### config.mk
export PLATFORM = sky130hd
export DESIGN_NAME = alu_arbiter_flat
export DESIGN_NICKNAME = d
export VERILOG_FILES = /design/src/rtl/alu_arb_pkg.sv /design/src/rtl/alu_arb_if.sv /design/src/rtl/alu_arbiter_rr_arb2.sv /design/src/rtl/alu_arbiter.sv /design/src/flat_wrapper.sv
export SDC_FILE = /design/constraint.sdc
export NUM_CORES = 1
export LEC_CHECK = 0
export ABC_AREA = 1
export CAP_MARGIN = 15
export CORE_MARGIN = 2
export CORE_UTILIZATION = 38
export DETAILED_ROUTE_END_ITERATION = 8
export PLACE_DENSITY = 0.83
export SYNTH_ARGS = -nofsm -noshare
export SYNTH_HDL_FRONTEND = slang
export SYNTH_HIERARCHICAL = 1
export SYNTH_SLANG_ARGS = --single-unit
### constraint.sdc
create_clock -name CLK -period 3.1 [get_ports CLK]
set_clock_uncertainty 0.05 [all_clocks]
set_input_delay 0.31 -clock CLK [delete_from_list [all_inputs] [get_ports CLK]]
set_output_delay 0.31 -clock CLK [all_outputs]
set_load 0.02 [all_outputs]
### src/rtl/alu_arb_pkg.sv
// Shared types for the ALU arbiter: FSM states and ALU unit-group codes.
// The ALU decoder reads alu_fun[3:2] as one of the FUN_* groups.
package alu_arb_pkg;

  typedef enum logic [1:0] {
    S_IDLE,
    S_ISSUE,
    S_WAIT,
    S_RESP
  } state_e;

  localparam logic [1:0] FUN_ARITH = 2'b00;
  localparam logic [1:0] FUN_LOGIC = 2'b01;
  localparam logic [1:0] FUN_CMP   = 2'b10;
  localparam logic [1:0] FUN_SHIFT = 2'b11;

  function automatic logic [1:0] fun_group(input logic [3:0] fun);
    return fun[3:2];
  endfunction

endpackage

### src/rtl/alu_arb_if.sv
// Request, ALU-issue and response bundle between clients, arbiter and ALU.
// slave = arbiter side, master = environment (clients, ALU, consumer).
interface alu_arb_if #(
  parameter int DATA_W = 16,
  parameter int RES_W  = 32
);

  logic                     req0_valid;
  logic                     req0_ready;
  logic signed [DATA_W-1:0] req0_a;
  logic signed [DATA_W-1:0] req0_b;
  logic [3:0]               req0_fun;

  logic                     req1_valid;
  logic                     req1_ready;
  logic signed [DATA_W-1:0] req1_a;
  logic signed [DATA_W-1:0] req1_b;
  logic [3:0]               req1_fun;

  logic signed [DATA_W-1:0] alu_a;
  logic signed [DATA_W-1:0] alu_b;
  logic [3:0]               alu_fun;
  logic                     alu_en;
  logic [RES_W-1:0]         alu_result;
  logic                     alu_out_valid;

  logic                     rsp_valid;
  logic                     rsp_ready;
  logic                     rsp_id;
  logic [RES_W-1:0]         rsp_result;
  logic                     rsp_err;

  modport slave (
    input  req0_valid, req0_a, req0_b, req0_fun,
    input  req1_valid, req1_a, req1_b, req1_fun,
    output req0_ready, req1_ready,
    output alu_a, alu_b, alu_fun, alu_en,
    input  alu_result, alu_out_valid,
    output rsp_valid, rsp_id, rsp_result, rsp_err,
    input  rsp_ready
  );

  modport master (
    output req0_valid, req0_a, req0_b, req0_fun,
    output req1_valid, req1_a, req1_b, req1_fun,
    input  req0_ready, req1_ready,
    input  alu_a, alu_b, alu_fun, alu_en,
    output alu_result, alu_out_valid,
    input  rsp_valid, rsp_id, rsp_result, rsp_err,
    output rsp_ready
  );

endinterface

### src/rtl/alu_arbiter_rr_arb2.sv
// Two-way round-robin picker: on a tie the side not granted last time wins.
module rr_arb2 (
  input  logic v0_i,
  input  logic v1_i,
  input  logic last_i,
  output logic gnt_o,
  output logic id_o
);

  assign gnt_o = v0_i | v1_i;
  assign id_o  = (v0_i & v1_i) ? ~last_i : v1_i;

endmodule

### src/rtl/alu_arbiter.sv
// Round-robin sequencer for two clients sharing one registered ALU.
// Optional WAIT watchdog enabled by defining ALU_ARB_TIMEOUT_EN.
module alu_arbiter
  import alu_arb_pkg::*;
#(
  parameter int DATA_W  = 16,
  parameter int RES_W   = 32,
  parameter int TIMEOUT = 15
) (
  input logic      CLK,
  input logic      RST,
  alu_arb_if.slave bus
);

  state_e state_q, state_d;

  logic                     ptr_q;
  logic                     id_q;
  logic                     en_q;
  logic                     vld_q;
  logic signed [DATA_W-1:0] a_q;
  logic signed [DATA_W-1:0] b_q;
  logic [3:0]               fun_q;
  logic [RES_W-1:0]         res_q;

  logic gnt;
  logic gnt_id;
  logic accept;
  logic alu_done;
  logic tmo;
  logic rsp_hs;

  if (TIMEOUT < 1) begin : g_tmo_chk
    $error("TIMEOUT must be at least 1");
  end

  rr_arb2 u_pick (
    .v0_i   (bus.req0_valid),
    .v1_i   (bus.req1_valid),
    .last_i (ptr_q),
    .gnt_o  (gnt),
    .id_o   (gnt_id)
  );

  assign accept   = (state_q == S_IDLE) && gnt;
  assign alu_done = (state_q == S_WAIT) && bus.alu_out_valid;
  assign rsp_hs   = (state_q == S_RESP) && bus.rsp_ready;

  assign bus.req0_ready = accept && !gnt_id;
  assign bus.req1_ready = accept && gnt_id;

`ifdef ALU_ARB_TIMEOUT_EN
  localparam int CW = $clog2(TIMEOUT + 1);

  logic [CW-1:0] cnt_q;
  logic          err_q;

  // cnt_q counts WAIT cycles already spent without a result
  assign tmo = (state_q == S_WAIT) && !bus.alu_out_valid &&
               (cnt_q == CW'(TIMEOUT - 1));

  always_ff @(posedge CLK or posedge RST) begin
    if (RST) begin
      cnt_q <= '0;
      err_q <= 1'b0;
    end else begin
      if (state_q == S_ISSUE) begin
        cnt_q <= '0;
      end else if (state_q == S_WAIT) begin
        cnt_q <= cnt_q + 1'b1;
      end
      if (rsp_hs) begin
        err_q <= 1'b0;
      end else if (tmo) begin
        err_q <= 1'b1;
      end
    end
  end

  assign bus.rsp_err = err_q;
`else
  assign tmo         = 1'b0;
  assign bus.rsp_err = 1'b0;
`endif

  always_ff @(posedge CLK or posedge RST) begin
    if (RST) begin
      state_q <= S_IDLE;
    end else begin
      state_q <= state_d;
    end
  end

  always_comb begin
    state_d = state_q;
    unique case (state_q)
      S_IDLE:  if (gnt) state_d = S_ISSUE;
      S_ISSUE: state_d = S_WAIT;
      S_WAIT:  if (bus.alu_out_valid || tmo) state_d = S_RESP;
      S_RESP:  if (bus.rsp_ready) state_d = S_IDLE;
      default: state_d = S_IDLE;
    endcase
  end

  always_ff @(posedge CLK or posedge RST) begin
    if (RST) begin
      ptr_q <= 1'b1;
      id_q  <= 1'b0;
      en_q  <= 1'b0;
      vld_q <= 1'b0;
      a_q   <= '0;
      b_q   <= '0;
      fun_q <= '0;
      res_q <= '0;
    end else begin
      en_q <= accept;
      if (accept) begin
        ptr_q <= gnt_id;
        id_q  <= gnt_id;
        a_q   <= gnt_id ? bus.req1_a   : bus.req0_a;
        b_q   <= gnt_id ? bus.req1_b   : bus.req0_b;
        fun_q <= gnt_id ? bus.req1_fun : bus.req0_fun;
      end
      if (alu_done) begin
        res_q <= bus.alu_result;
      end else if (tmo) begin
        res_q <= '0;
      end
      if (alu_done || tmo) begin
        vld_q <= 1'b1;
      end else if (rsp_hs) begin
        vld_q <= 1'b0;
      end
    end
  end

  assign bus.alu_a      = a_q;
  assign bus.alu_b      = b_q;
  assign bus.alu_fun    = fun_q;
  assign bus.alu_en     = en_q;
  assign bus.rsp_valid  = vld_q;
  assign bus.rsp_id     = id_q;
  assign bus.rsp_result = res_q;

endmodule

### src/flat_wrapper.sv
// flat-port wrapper written by rule: the top's interface ports become plain ports
module alu_arbiter_flat import alu_arb_pkg::*;
#(
  parameter int DATA_W  = 16,
  parameter int RES_W   = 32,
  parameter int TIMEOUT = 15
)
  (CLK, RST, bus_req0_valid, bus_req0_a, bus_req0_b, bus_req0_fun, bus_req1_valid, bus_req1_a, bus_req1_b, bus_req1_fun, bus_req0_ready, bus_req1_ready, bus_alu_a, bus_alu_b, bus_alu_fun, bus_alu_en, bus_alu_result, bus_alu_out_valid, bus_rsp_valid, bus_rsp_id, bus_rsp_result, bus_rsp_err, bus_rsp_ready);
  alu_arb_if #(.DATA_W(DATA_W), .RES_W(RES_W)) bus_i ();
  input logic CLK;
  input logic RST;
  input wire logic [$bits(bus_i.req0_valid)-1:0] bus_req0_valid;
  input wire logic [$bits(bus_i.req0_a)-1:0] bus_req0_a;
  input wire logic [$bits(bus_i.req0_b)-1:0] bus_req0_b;
  input wire logic [$bits(bus_i.req0_fun)-1:0] bus_req0_fun;
  input wire logic [$bits(bus_i.req1_valid)-1:0] bus_req1_valid;
  input wire logic [$bits(bus_i.req1_a)-1:0] bus_req1_a;
  input wire logic [$bits(bus_i.req1_b)-1:0] bus_req1_b;
  input wire logic [$bits(bus_i.req1_fun)-1:0] bus_req1_fun;
  output wire logic [$bits(bus_i.req0_ready)-1:0] bus_req0_ready;
  output wire logic [$bits(bus_i.req1_ready)-1:0] bus_req1_ready;
  output wire logic [$bits(bus_i.alu_a)-1:0] bus_alu_a;
  output wire logic [$bits(bus_i.alu_b)-1:0] bus_alu_b;
  output wire logic [$bits(bus_i.alu_fun)-1:0] bus_alu_fun;
  output wire logic [$bits(bus_i.alu_en)-1:0] bus_alu_en;
  input wire logic [$bits(bus_i.alu_result)-1:0] bus_alu_result;
  input wire logic [$bits(bus_i.alu_out_valid)-1:0] bus_alu_out_valid;
  output wire logic [$bits(bus_i.rsp_valid)-1:0] bus_rsp_valid;
  output wire logic [$bits(bus_i.rsp_id)-1:0] bus_rsp_id;
  output wire logic [$bits(bus_i.rsp_result)-1:0] bus_rsp_result;
  output wire logic [$bits(bus_i.rsp_err)-1:0] bus_rsp_err;
  input wire logic [$bits(bus_i.rsp_ready)-1:0] bus_rsp_ready;
  assign bus_i.req0_valid = bus_req0_valid;
  assign bus_i.req0_a = bus_req0_a;
  assign bus_i.req0_b = bus_req0_b;
  assign bus_i.req0_fun = bus_req0_fun;
  assign bus_i.req1_valid = bus_req1_valid;
  assign bus_i.req1_a = bus_req1_a;
  assign bus_i.req1_b = bus_req1_b;
  assign bus_i.req1_fun = bus_req1_fun;
  assign bus_req0_ready = bus_i.req0_ready;
  assign bus_req1_ready = bus_i.req1_ready;
  assign bus_alu_a = bus_i.alu_a;
  assign bus_alu_b = bus_i.alu_b;
  assign bus_alu_fun = bus_i.alu_fun;
  assign bus_alu_en = bus_i.alu_en;
  assign bus_i.alu_result = bus_alu_result;
  assign bus_i.alu_out_valid = bus_alu_out_valid;
  assign bus_rsp_valid = bus_i.rsp_valid;
  assign bus_rsp_id = bus_i.rsp_id;
  assign bus_rsp_result = bus_i.rsp_result;
  assign bus_rsp_err = bus_i.rsp_err;
  assign bus_i.rsp_ready = bus_rsp_ready;
  alu_arbiter #(.DATA_W(DATA_W), .RES_W(RES_W), .TIMEOUT(TIMEOUT)) u_core (.CLK(CLK), .RST(RST), .bus(bus_i));
endmodule
== Word-level counts from Yosys, hierarchy flattened ==
Cells that the tools add are included.

* Bits in registers: 74
* Output and inout bits: 74
* Bits of input ports: 110
* Logic and storage cells: 37

* Reduce and logical (&&, ||, !) cells: 9
* Bitwise logic cells: 3
* Equality and inequality tests: 6
* Mux-type cells: 10

{| class="wikitable"
|+ Operators with widths
! kind !! count
|-
| 16-bit two-way mux || 2
|-
| 2-bit one-hot mux with 4 select lines || 1
|-
| 2-bit two-way mux || 3
|-
| 1-bit logical AND || 5
|-
| 2-bit equality test (second input constant) || 2
|-
| 4-bit two-way mux || 1
|-
| 2-bit inequality test (second input constant) || 2
|-
| 1-bit two-way mux || 3
|-
| 3-bit AND reduction || 1
|-
| 2-bit by 1-bit equality test with 1-bit output (second input constant) || 1
|-
| 2-bit logical NOT || 1
|-
| 2-bit by 1-bit inequality test with 1-bit output (second input constant) || 1
|-
| 2-bit nonzero test || 1
|-
| 1-bit bitwise AND || 1
|-
| 1-bit logical NOT || 1
|-
| 1-bit inverter || 1
|-
| 1-bit bitwise OR || 1
|}

== Depth between registers and ports, before layout ==
* Depth in word-level cells: 4
* Mapped depth: 8
* Mapped depth without buffers: 6

== Modules after synthesis ==
The synthesis kept the hierarchy.

{| class="wikitable"
|+ Modules (own cells, without submodules)
! module !! area an instance (um^2) !! seq. area each (um^2) !! cells each !! instances
|-
| alu_arbiter || 3143.0 || 1853.0 || 374 || 1
|-
| rr_arb2 || 15.0 || 0.0 || 3 || 1
|}

== Least setup slack after synthesis ==
OpenSTA, ideal clock, no wires.

* Kind: register to output
* Start: register u_core.state_q[0]
* End: output port bus_req0_ready
* Slack: 1.600 ns
* Data required time: 2.740 ns
* Data arrival time: 1.140 ns
* Path buffers: 1
* Stages on the path, launching flop included: 6
* Cell sequence: dfrtp_1 inv_1 ha_1 nand2_2 nor2_4 buf_2

* Cells in the longest elaborated chain, start to end: 3

{| class="wikitable"
|+ Ends and longest elaborated chain
! what !! RTL line !! source
|-
| from (decl) || alu_arbiter.sv:15 || <nowiki>state_e state_q, state_d;</nowiki>
|-
| from (signal assigned) || alu_arbiter.sv:90 || <nowiki>state_q <= state_d;</nowiki>
|-
| 2-bit logical NOT || alu_arbiter.sv:45 || <nowiki>assign accept = (state_q == S_IDLE) && gnt;</nowiki>
|-
| 1-bit logical AND || alu_arbiter.sv:45 ||
|-
| 1-bit logical AND || alu_arbiter.sv:49 || <nowiki>assign bus.req0_ready = accept && !gnt_id;</nowiki>
|-
| to (decl) || flat_wrapper.sv:20 || <nowiki>output wire logic [$bits(bus_i.req0_ready)-1:0] bus_req0_ready;</nowiki>
|}

Every way passes these cells.

== Worst setup path after layout ==
* Start: register u_core.state_q[0]
* End: output port bus_req1_ready

* Cells in the longest elaborated chain, start to end: 3

{| class="wikitable"
|+ Ends and longest elaborated chain
! what !! RTL line !! source
|-
| 2-bit logical NOT || alu_arbiter.sv:45 ||
|-
| 1-bit logical AND || alu_arbiter.sv:45 ||
|-
| 1-bit logical AND || alu_arbiter.sv:50 || <nowiki>assign bus.req1_ready = accept && gnt_id;</nowiki>
|-
| to (decl) || flat_wrapper.sv:21 || <nowiki>output wire logic [$bits(bus_i.req1_ready)-1:0] bus_req1_ready;</nowiki>
|}

Every way passes these cells.

==> flow_summary_export.csv <==
group,metric,value,unit
outcome,status,"finished clean",
yosys,async_flop_share,1.00,
floorplanning,start_util,0.388,
setup_path,cp_num_buf_inv,2,
yosys,synth_area,0.00316,mm2
yosys,synth_area_leaders,"dfrtp_1 (58%), nand2_1 (22%), nand3_1 (11%), buf_2 (1.7%), inv_1 (1.3%)",
power_and_ir_drop,p_per_area,977,mW/mm2
sta,rsz0062_at_grt,"false",
sta,relSlewSlack,0.325,
clocking,path_clk_slew,0.08,ns
power_and_ir_drop,finalPower,5170,uW
clocking,cts_buffers,9,
yosys,synthFlopType,"dfrtp_1",
setup_path,end_kind,"output pin",
placement,port_buffers,182,
placement,post-dp-hpwl,6710,um
yosys,synthCells,377,
sta,setup_viol,0,
global_routing,grt.total_usage,0.199,
power_and_ir_drop,irDropWorstVdd,0.000487,V
layout,final_core_utilization,0.650,
sta,fmax,431,MHz
layout,synthToLayoutAreaGrowth,67.4,%
setup_path,cp_max_fo,8,
yosys,ys_top_cells_by_count,"nand2_1 (188), dfrtp_1 (73), nand3_1 (69), buf_2 (11), inv_1 (11)",
yosys,synth.distinct_cells,18,
drt,drt_pass1_iterations,4,
setup_path,required,2.74,ns
clocking,post_cts_buffers,0,
setup_path,slowest_delay,0.61,ns
drt,drc,0,
drt,drt_iter0_drc,99,
drt,ant_nets,0,
global_routing,grt.overflow.total,0,
setup_path,critPathTopFamily,"buffers and inverters",
layout,design_area,0.00529,mm2
sta,fin_tns_setup,0,ns
yosys,syn-num-nets,490,
global_routing,antenna_found_initial,0,
drt,wl_per_cell,13.9,um
setup_path,r2r-end,"u_core/bus.rsp_result[31]",
yosys,yosysMostFrequentCell,"nand2_1",
clocking,cts_hold_buf,0,
layout,layout.nets,667,
drt,vias_per_cell,4.77,
clocking,ctsRootBufferMaster,"clkbuf_8",
global_routing,grt_pass1_vias,3043,
yosys,ys_seq_elements,74,
setup_path,reg2reg_slack,1.31,ns
sta,tightest_slew,1.01,ns
global_routing,grt_start_max_net_pins,38,
setup_path,path_depth,5,
setup_path,critical_path_class,"flop to output pin",
setup_path,crit_chain,"inv_1, ha_1, nand2_2, nor2_2, clkdlybuf4s50_1",
floorplanning,die_w,95.2,um
layout,num_antenna_cells,0,
power_and_ir_drop,p_leak,0.00249,uW
sta,fin_crit_sh,0.748,
global_routing,grt_pass1_wl,14000,um
layout,drive_gt1_frac,0.0483,
job,cap_viol_max_count,0,
setup_path,worstRegToRegCells,5,
placement,place_area,0.00504,mm2
yosys,ys_warn_count,6,
sta,holdWs,0.357,ns
setup_path,crit_arrival,1.96,ns
sta,hold_viol_final,0,
floorplanning,io_pins,184,
floorplanning,dieArea,0.00906,mm2
yosys,synth_edf_count,0,
drt,drt_wl_total,9230,um
clocking,ctsResizeCount,0,
setup_path,cpMaxStageDelayCell,"clkdlybuf4s50_1",
yosys,syn_area_per_cell,8.38,um2
yosys,yosysTopAreaCellShare,0.578,
floorplanning,dieHeight,95.2,um
setup_path,critPathLaunchType,"flop",
clocking,cts_tree,"built",
yosys,ys_seq_area_frac,0.587,
clocking,clkLatencyLatePin,0.33,ns
clocking,cts_max_level,3,
placement,routabilityCongestion,0.796,
sta,slew_viol_final,0,
clocking,clock_sinks,74,
setup_path,critical_path.reg2reg.startpoint,"u_core/state_q[0]",
floorplanning,core-area,0.00813,mm2
clocking,clock_path_buffers,2,
drt,vias,3169,
floorplanning,placementRows,33,
yosys,yosysTopAreaCell,"dfrtp_1",
sta,fin_crit,2.32,ns
hold_path,hold_path.class,"input pin to async pin",
## tightest hold or removal path, delay by kind of cell
kind | cells | cell delay, ns
buffers and inverters | 3 | 0.86
## registers in the layout (all words and copies together) (netlist names)
signal / count
u_core/state_q: 2
u_core/bus.alu_en: 1
u_core/bus.rsp_id: 1
u_core/bus.rsp_result: 32
u_core/bus.rsp_valid: 1
u_core/bus.alu_fun: 4
u_core/ptr_q: 1
u_core/bus.alu_b: 16
u_core/bus.alu_a: 16
## worst max path at each step
stage	slack [ns]	startpoint	end
2_1_floorplan	0.86	RST	u_core/bus.alu_a[0]
3_3_place_gp	0.85	bus_req1_valid	bus_req1_ready
3_5_place_dp	0.84	bus_req1_valid	bus_req1_ready
4_1_cts	0.75	u_core/state_q[0]	bus_req1_ready
5_1_grt	0.65	u_core/state_q[0]	bus_req1_ready
6_report	0.78	u_core/state_q[0]	bus_req1_ready
## routing by layer
metal	share of wire	global-route usage	vias up	wire length, um
met5	0	0	-	0
met4	0.016	0.0664	0	149
met3	0.095	0.0561	14	873
met2	0.50	0.354	126	4610
met1	0.39	0.231	1493	3600
li1	-	-	1536	-
## logic make-up after synthesis
logic type | Yosys count | share of synthesized area
AOI/OAI and AO/OA | 1 | 0.00158
adders and majority gates | 3 | 0.0119
buffers and inverters | 35 | 0.0531
DFF | 74 | 0.587
other | 1 | 0.00119
and+or+nand+nor | 263 | 0.345
## where the power goes
| group | leakage (uW) | internal, uW | switching (uW) |
|---|---|---|---|
| Clock | 0.000121 | 559 | 334 |
| Sequential | 0.000919 | 1430 | 252 |
| Combinational | 0.00145 | 1180 | 1410 |
## through the flow
stage               std cells  worst slack [ns]
floorplan                 377             0.860
global placement          648             0.849
detailed placement        648             0.837
CTS                       664             0.747
global route              664             0.650
finish                    664             0.782
## final cells by class
| class | instances | area, um2 |
|---|---|---|
| clock buffers | 12 | 145 |
| clock inverters | 4 | 98.8 |
| fillers | 662 | 2850 |
| inverters | 12 | 45.0 |
| multi-input cells | 268 | 1140 |
| flip-flops and latches | 74 | 1850 |
| well taps | 105 | 131 |
| repair buffers | 189 | 1870 |
## cells in the final DEF (no fill, tap or decap), drive strengths merged, types with 2 or more instances in the layout
cell type        n
inv             12
clkbuf          12
nand2          189
dfrtp           73
bufinv           3
ha               3
nand3           69
clkdlybuf4s50  182
buf              7
nor2             2
nand4            2
(Power assumes the default switching activity.)
